<file path="src/rtl/multicycle_ctrl.sv">
// Multi-cycle control sequencer. Steps each instruction through FETCH/DECODE/EXEC/MEM/WB,
// waits on memory ready handshakes, halts on illegal opcodes or memory timeouts.
module multicycle_ctrl #(
  parameter int unsigned MAX_WAIT = 16,
  parameter int unsigned CNT_W    = 32
) (
  input  logic             clk,
  input  logic             reset,
  input  logic [6:0]       opcode,
  input  logic             alu_zero,
  input  logic             imem_ready,
  input  logic             dmem_ready,
  output logic             imem_req,
  output logic             dmem_req,
  output logic             ir_write,
  output logic             pc_write,
  output logic             pc_src,
  output logic [1:0]       alu_op,
  output logic             alu_src,
  output logic             mem_read,
  output logic             mem_write,
  output logic             mem_to_reg,
  output logic             reg_write,
  output logic             halted,
  output logic [1:0]       fault,
  output logic [CNT_W-1:0] retired
);

  typedef enum logic [2:0] {
    IDLE, FETCH, DECODE, EXEC, MEM, WB, HALT
  } state_t;

  localparam logic [6:0] OP_R      = 7'b0110011;
  localparam logic [6:0] OP_I      = 7'b0010011;
  localparam logic [6:0] OP_LOAD   = 7'b0000011;
  localparam logic [6:0] OP_STORE  = 7'b0100011;
  localparam logic [6:0] OP_BRANCH = 7'b1100011;

  localparam logic [1:0] FAULT_NONE    = 2'b00;
  localparam logic [1:0] FAULT_ILLEGAL = 2'b01;
  localparam logic [1:0] FAULT_IMEM    = 2'b10;
  localparam logic [1:0] FAULT_DMEM    = 2'b11;

  // The wait counter holds the number of earlier not-ready cycles, so this value marks the
  // MAX_WAIT-th consecutive cycle without ready.
  localparam logic [7:0] WAIT_LAST = 8'(MAX_WAIT - 1);

  state_t           state, next_state;
  logic [6:0]       op_q;
  logic [7:0]       wait_cnt;
  logic [1:0]       fault_q, fault_d;
  logic [CNT_W-1:0] retired_q;
  logic             retire;
  logic             wait_expired;
  logic             waiting;

  function automatic logic is_legal(input logic [6:0] op);
    return (op == OP_R) || (op == OP_I) || (op == OP_LOAD) ||
           (op == OP_STORE) || (op == OP_BRANCH);
  endfunction

  assign wait_expired = (wait_cnt == WAIT_LAST);
  assign waiting      = ((state == FETCH) && !imem_ready) || ((state == MEM) && !dmem_ready);

  always_ff @(posedge clk or negedge reset) begin
    if (!reset) begin
      state     <= IDLE;
      op_q      <= 7'd0;
      wait_cnt  <= 8'd0;
      fault_q   <= FAULT_NONE;
      retired_q <= '0;
    end else begin
      state    <= next_state;
      fault_q  <= fault_d;
      // Every state other than FETCH/MEM zeroes the counter, which covers entry to both.
      wait_cnt <= waiting ? wait_cnt + 8'd1 : 8'd0;
      if (state == DECODE) begin
        op_q <= opcode;
      end
      if (retire) begin
        retired_q <= retired_q + CNT_W'(1);
      end
    end
  end

  always_comb begin
    next_state = state;
    fault_d    = fault_q;
    retire     = 1'b0;
    imem_req   = 1'b0;
    dmem_req   = 1'b0;
    ir_write   = 1'b0;
    pc_write   = 1'b0;
    pc_src     = 1'b0;
    alu_op     = 2'b00;
    alu_src    = 1'b0;
    mem_read   = 1'b0;
    mem_write  = 1'b0;
    mem_to_reg = 1'b0;
    reg_write  = 1'b0;
    halted     = 1'b0;

    case (state)
      IDLE: begin
        next_state = FETCH;
      end

      FETCH: begin
        imem_req = 1'b1;
        if (imem_ready) begin
          ir_write   = 1'b1;
          pc_write   = 1'b1;
          next_state = DECODE;
        end else if (wait_expired) begin
          next_state = HALT;
          fault_d    = FAULT_IMEM;
        end
      end

      DECODE: begin
        if (is_legal(opcode)) begin
          next_state = EXEC;
        end else begin
          next_state = HALT;
          fault_d    = FAULT_ILLEGAL;
        end
      end

      EXEC: begin
        case (op_q)
          OP_R: begin
            alu_op     = 2'b10;
            next_state = WB;
          end
          OP_I: begin
            alu_op     = 2'b10;
            alu_src    = 1'b1;
            next_state = WB;
          end
          OP_LOAD, OP_STORE: begin
            alu_src    = 1'b1;
            next_state = MEM;
          end
          OP_BRANCH: begin
            alu_op     = 2'b01;
            pc_src     = 1'b1;
            pc_write   = alu_zero;
            retire     = 1'b1;
            next_state = FETCH;
          end
          default: begin
            next_state = HALT;
            fault_d    = FAULT_ILLEGAL;
          end
        endcase
      end

      MEM: begin
        dmem_req  = 1'b1;
        alu_src   = 1'b1;
        mem_read  = (op_q == OP_LOAD);
        mem_write = (op_q == OP_STORE);
        if (dmem_ready) begin
          if (op_q == OP_STORE) begin
            retire     = 1'b1;
            next_state = FETCH;
          end else begin
            next_state = WB;
          end
        end else if (wait_expired) begin
          next_state = HALT;
          fault_d    = FAULT_DMEM;
        end
      end

      WB: begin
        reg_write  = 1'b1;
        mem_to_reg = (op_q == OP_LOAD);
        retire     = 1'b1;
        next_state = FETCH;
      end

      HALT: begin
        halted = 1'b1;
      end

      default: begin
        next_state = IDLE;
      end
    endcase
  end

  assign fault   = fault_q;
  assign retired = retired_q;

endmodule

</file>
<file path="config.mk">
export PLATFORM = sky130hd
export DESIGN_NAME = multicycle_ctrl
export DESIGN_NICKNAME = d
export VERILOG_FILES = /design/src/rtl/multicycle_ctrl.sv
export SDC_FILE = /design/constraint.sdc
export NUM_CORES = 1
export LEC_CHECK = 0
export CORE_ASPECT_RATIO = 1.5
export CORE_MARGIN = 1.5
export CORE_UTILIZATION = 45
export DETAILED_ROUTE_END_ITERATION = 12
export PLACE_DENSITY = 0.72
export SKIP_CTS_REPAIR_TIMING = 1
export SYNTH_ARGS = -nofsm -noshare
export SYNTH_HDL_FRONTEND = slang
export SYNTH_SLANG_ARGS = --single-unit
export TNS_END_PERCENT = 20
</file>
<file path="constraint.sdc">
create_clock -name clk -period 3.3 [get_ports clk]
set_clock_uncertainty 0.15 [all_clocks]
set_input_delay 0.66 -clock clk [delete_from_list [all_inputs] [get_ports clk]]
set_output_delay 0.66 -clock clk [all_outputs]
set_load 0.1 [all_outputs]
</file>
==> flow_summary.ini <==
[run_status]
status = completed

[power]
finalPower_w = 0.00226
leakage_nw = 1.64
power_density_mw_per_mm2 = 658
max-vdd-ir-drop_mv = 0.735

[flow_run]
maxCapViolations = 0

[sta]
rsz0062_at_grt = no
fmax_ghz = 0.342
final-hold-violation-count = 0
drv_slew = 0
layout_min_cycle_time_ps = 2920
finalSetupViolCount = 0
fin_crit_sh_pct = 88.6
setup-tns-final_ps = 0
slew_headroom_pct = 51.7
max_slew.worst_pin.slew_ps = 720

[clock_network]
htreeDepth = 2
cts_root_buf = clkbuf_8
cts_sinks = 52
clk_latency_ps = 300
cts_buffers = 5
cts_buffer_depth = 2
cts_tree = done
path_clk_slew_ps = 90

[floorplanning]
die_y_um = 98.9
core-area_mm2 = 0.00587
start_util_pct = 47.0
core.rowCount = 34
chipWidth_um = 66.9
pin_count = 59
die_area_mm2 = 0.00661

[yosys]
yosysWarnings = 0
synth_flop_cell = dfrtp_1
syn_avg_cell_area_um2 = 10.7
synthCells = 257
synth_edf_count = 0
synthArstFlopShare_pct = 100
syn_area_mm2 = 0.00276
syn-num-nets = 271
ys_seq_elements = 52
synth_cell_types = 50
ys_seq_area_share_pct = 47.2

[worst_setup_path]
crit_path_end = pc_write
reg2reg_depth = 6
path_max_fanout = 8
ff2ff_setup_slack_ps = 910
rr_startpoint = op_q[2]$_DFFE_PN0P_
end_kind = output port
crit_type = flip-flop to output port
crit_path_start = op_q[2]$_DFFE_PN0P_
rr_endpoint = retired[7]$_DFFE_PN0P_
critPathArrivalTime_ps = 2110
start_kind = flip-flop
cp.required_ps = 2490

[global_route]
grt_pass1_wl_um = 9800
grt-ovfl-total = 0
grt_max_degree = 33
grt.total_usage_pct = 18.7
grt_antenna_before_repair = 0
grt_pass1_vias = 2095

[routing]
num_vias = 2156
drt-initial-drc-count = 147
totalWireLength_um = 5790
wl_per_cell_um = 14.9
antenna_left = 0
drt-vias-per-instance = 5.54
route.detailed.drc = 0
first_pass_iters = 4

[hold_path]
hold_path.class = input pin to asynchronous set/reset pin

[placed_design]
dpl.hpwl_um = 4410
gp_congestion = 0.784
portBuffers = 58
dpl-instance-area_mm2 = 0.00335

[layout]
fin_nets = 331
num_antenna_cells = 0
fill_cells = 557
final_cell_area_mm2 = 0.00343
area_growth_pct = 24.3
layout-drive-gt1-share_pct = 29.7
## critical path, stage by stage, from the launching register on
cell and delay [ps]:
dfrtp_1 380, nand4bb_1 430, nor4_4 520, a22oi_1 180, nor2_4 140, buf_12 180
## per-layer routing
metal | share of wire [%] | GRT usage [%] | routed length, um | vias up
met5 | 0 | 0 | 0 | -
met4 | 1.1 | 4.24 | 63 | 0
met3 | 4.8 | 3.42 | 280 | 6
met2 | 52 | 33.2 | 3010 | 49
met1 | 42 | 23.1 | 2440 | 1074
li1 | - | - | - | 1027
## synth_stat cells (all sizes together) (4+ instances only)
master | number | share of area [%]
a21oi | 6 | 1.1
and3 | 7 | 1.6
buf | 8 | 2.3
dfrtp | 52 | 47
inv | 4 | 0.54
mux2 | 7 | 2.9
nand2 | 19 | 2.6
nand2b | 5 | 1.1
nand3 | 9 | 1.6
nand4 | 7 | 2.0
nor2 | 23 | 3.1
nor3 | 18 | 3.6
nor4 | 13 | 5.8
nor4b | 5 | 2.3
xnor2 | 7 | 2.2
xor2 | 30 | 9.5
## cell type report
type,instances,area [um^2],share of cell area [%]
Inverter,4,15.0,0.438
Clock buffer,6,72.6,2.12
Timing Repair Buffer,64,541,15.8
Tap cell,72,90.1,2.63
Sequential cell,52,1300,38.0
Clock inverter,1,5.00,0.146
Multi-Input combinational cell,190,1400,40.9
## worst min-delay path by stage
stage,start,to,slack [ps]
6_report,reset,retired[9]$_DFFE_PN0P_,180
5_1_grt,reset,op_q[4]$_DFFE_PN0P_,230
4_1_cts,reset,retired[6]$_DFFE_PN0P_,190
3_5_place_dp,wait_cnt[0]$_DFF_PN0_,wait_cnt[0]$_DFF_PN0_,300
3_3_place_gp,wait_cnt[0]$_DFF_PN0_,wait_cnt[0]$_DFF_PN0_,300
2_1_floorplan,reset,fault[0]$_DFFE_PN0P_,210
## cells by family (layout without fill, tap and decap cells)
logic type	after synthesis	in the layout	share of synthesized area, %
AO/OA/AOI/OAI	25	25	6.36
XOR/XNOR	37	37	11.8
adder cells (fa/ha/maj)	2	2	0.908
buffers and inverters	15	75	3.27
flip-flops	52	52	47.2
multiplexers	7	7	2.86
AND/OR/NAND/NOR	119	119	27.6
## state kept, by name, summed over array words and instances, names as in the netlist
name and count:
retired 32, op_q 7, wait_cnt 8, fault 2, state 3
## where the power goes
group	leakage [nW]	switching (W)	total (W)	internal, W
registers	0.688	0.000137	0.000869	0.000732
clock network	0.0410	0.000191	0.000336	0.000145
logic	0.909	0.000740	0.00105	0.000311
## through the flow
step | utilization [%] | hold slack (ps) | setup slack [ps] | std cells
floorplan | - | 214 | -226 | 257
global placement | 57.1 | 299 | 738 | 382
detailed placement | 57.1 | 304 | 690 | 382
CTS | 58.4 | 194 | 353 | 389
global route | 58.4 | 228 | 213 | 389
finish | 58.4 | 178 | 377 | 389
## cells in the final DEF, fill, tap and decap left out, types with 3 or more instances in the layout
| master | n |
|---|---|
| nand2b_1 | 5 |
| clkdlybuf4s50_1 | 10 |
| clkbuf_8 | 5 |
| nor2_1 | 19 |
| nor4b_2 | 3 |
| buf_4 | 50 |
| nor4_2 | 10 |
| nor2_2 | 3 |
| dfrtp_1 | 52 |
| and3_1 | 7 |
| nand2_1 | 19 |
| xnor2_1 | 7 |
| buf_12 | 3 |
| a211oi_1 | 3 |
| and2_1 | 3 |
| a21oi_1 | 6 |
| nand4_1 | 5 |
| mux2_2 | 6 |
| nor3_1 | 15 |
| xor2_1 | 30 |
| nand3_1 | 9 |
(Power assumes the default switching activity.)
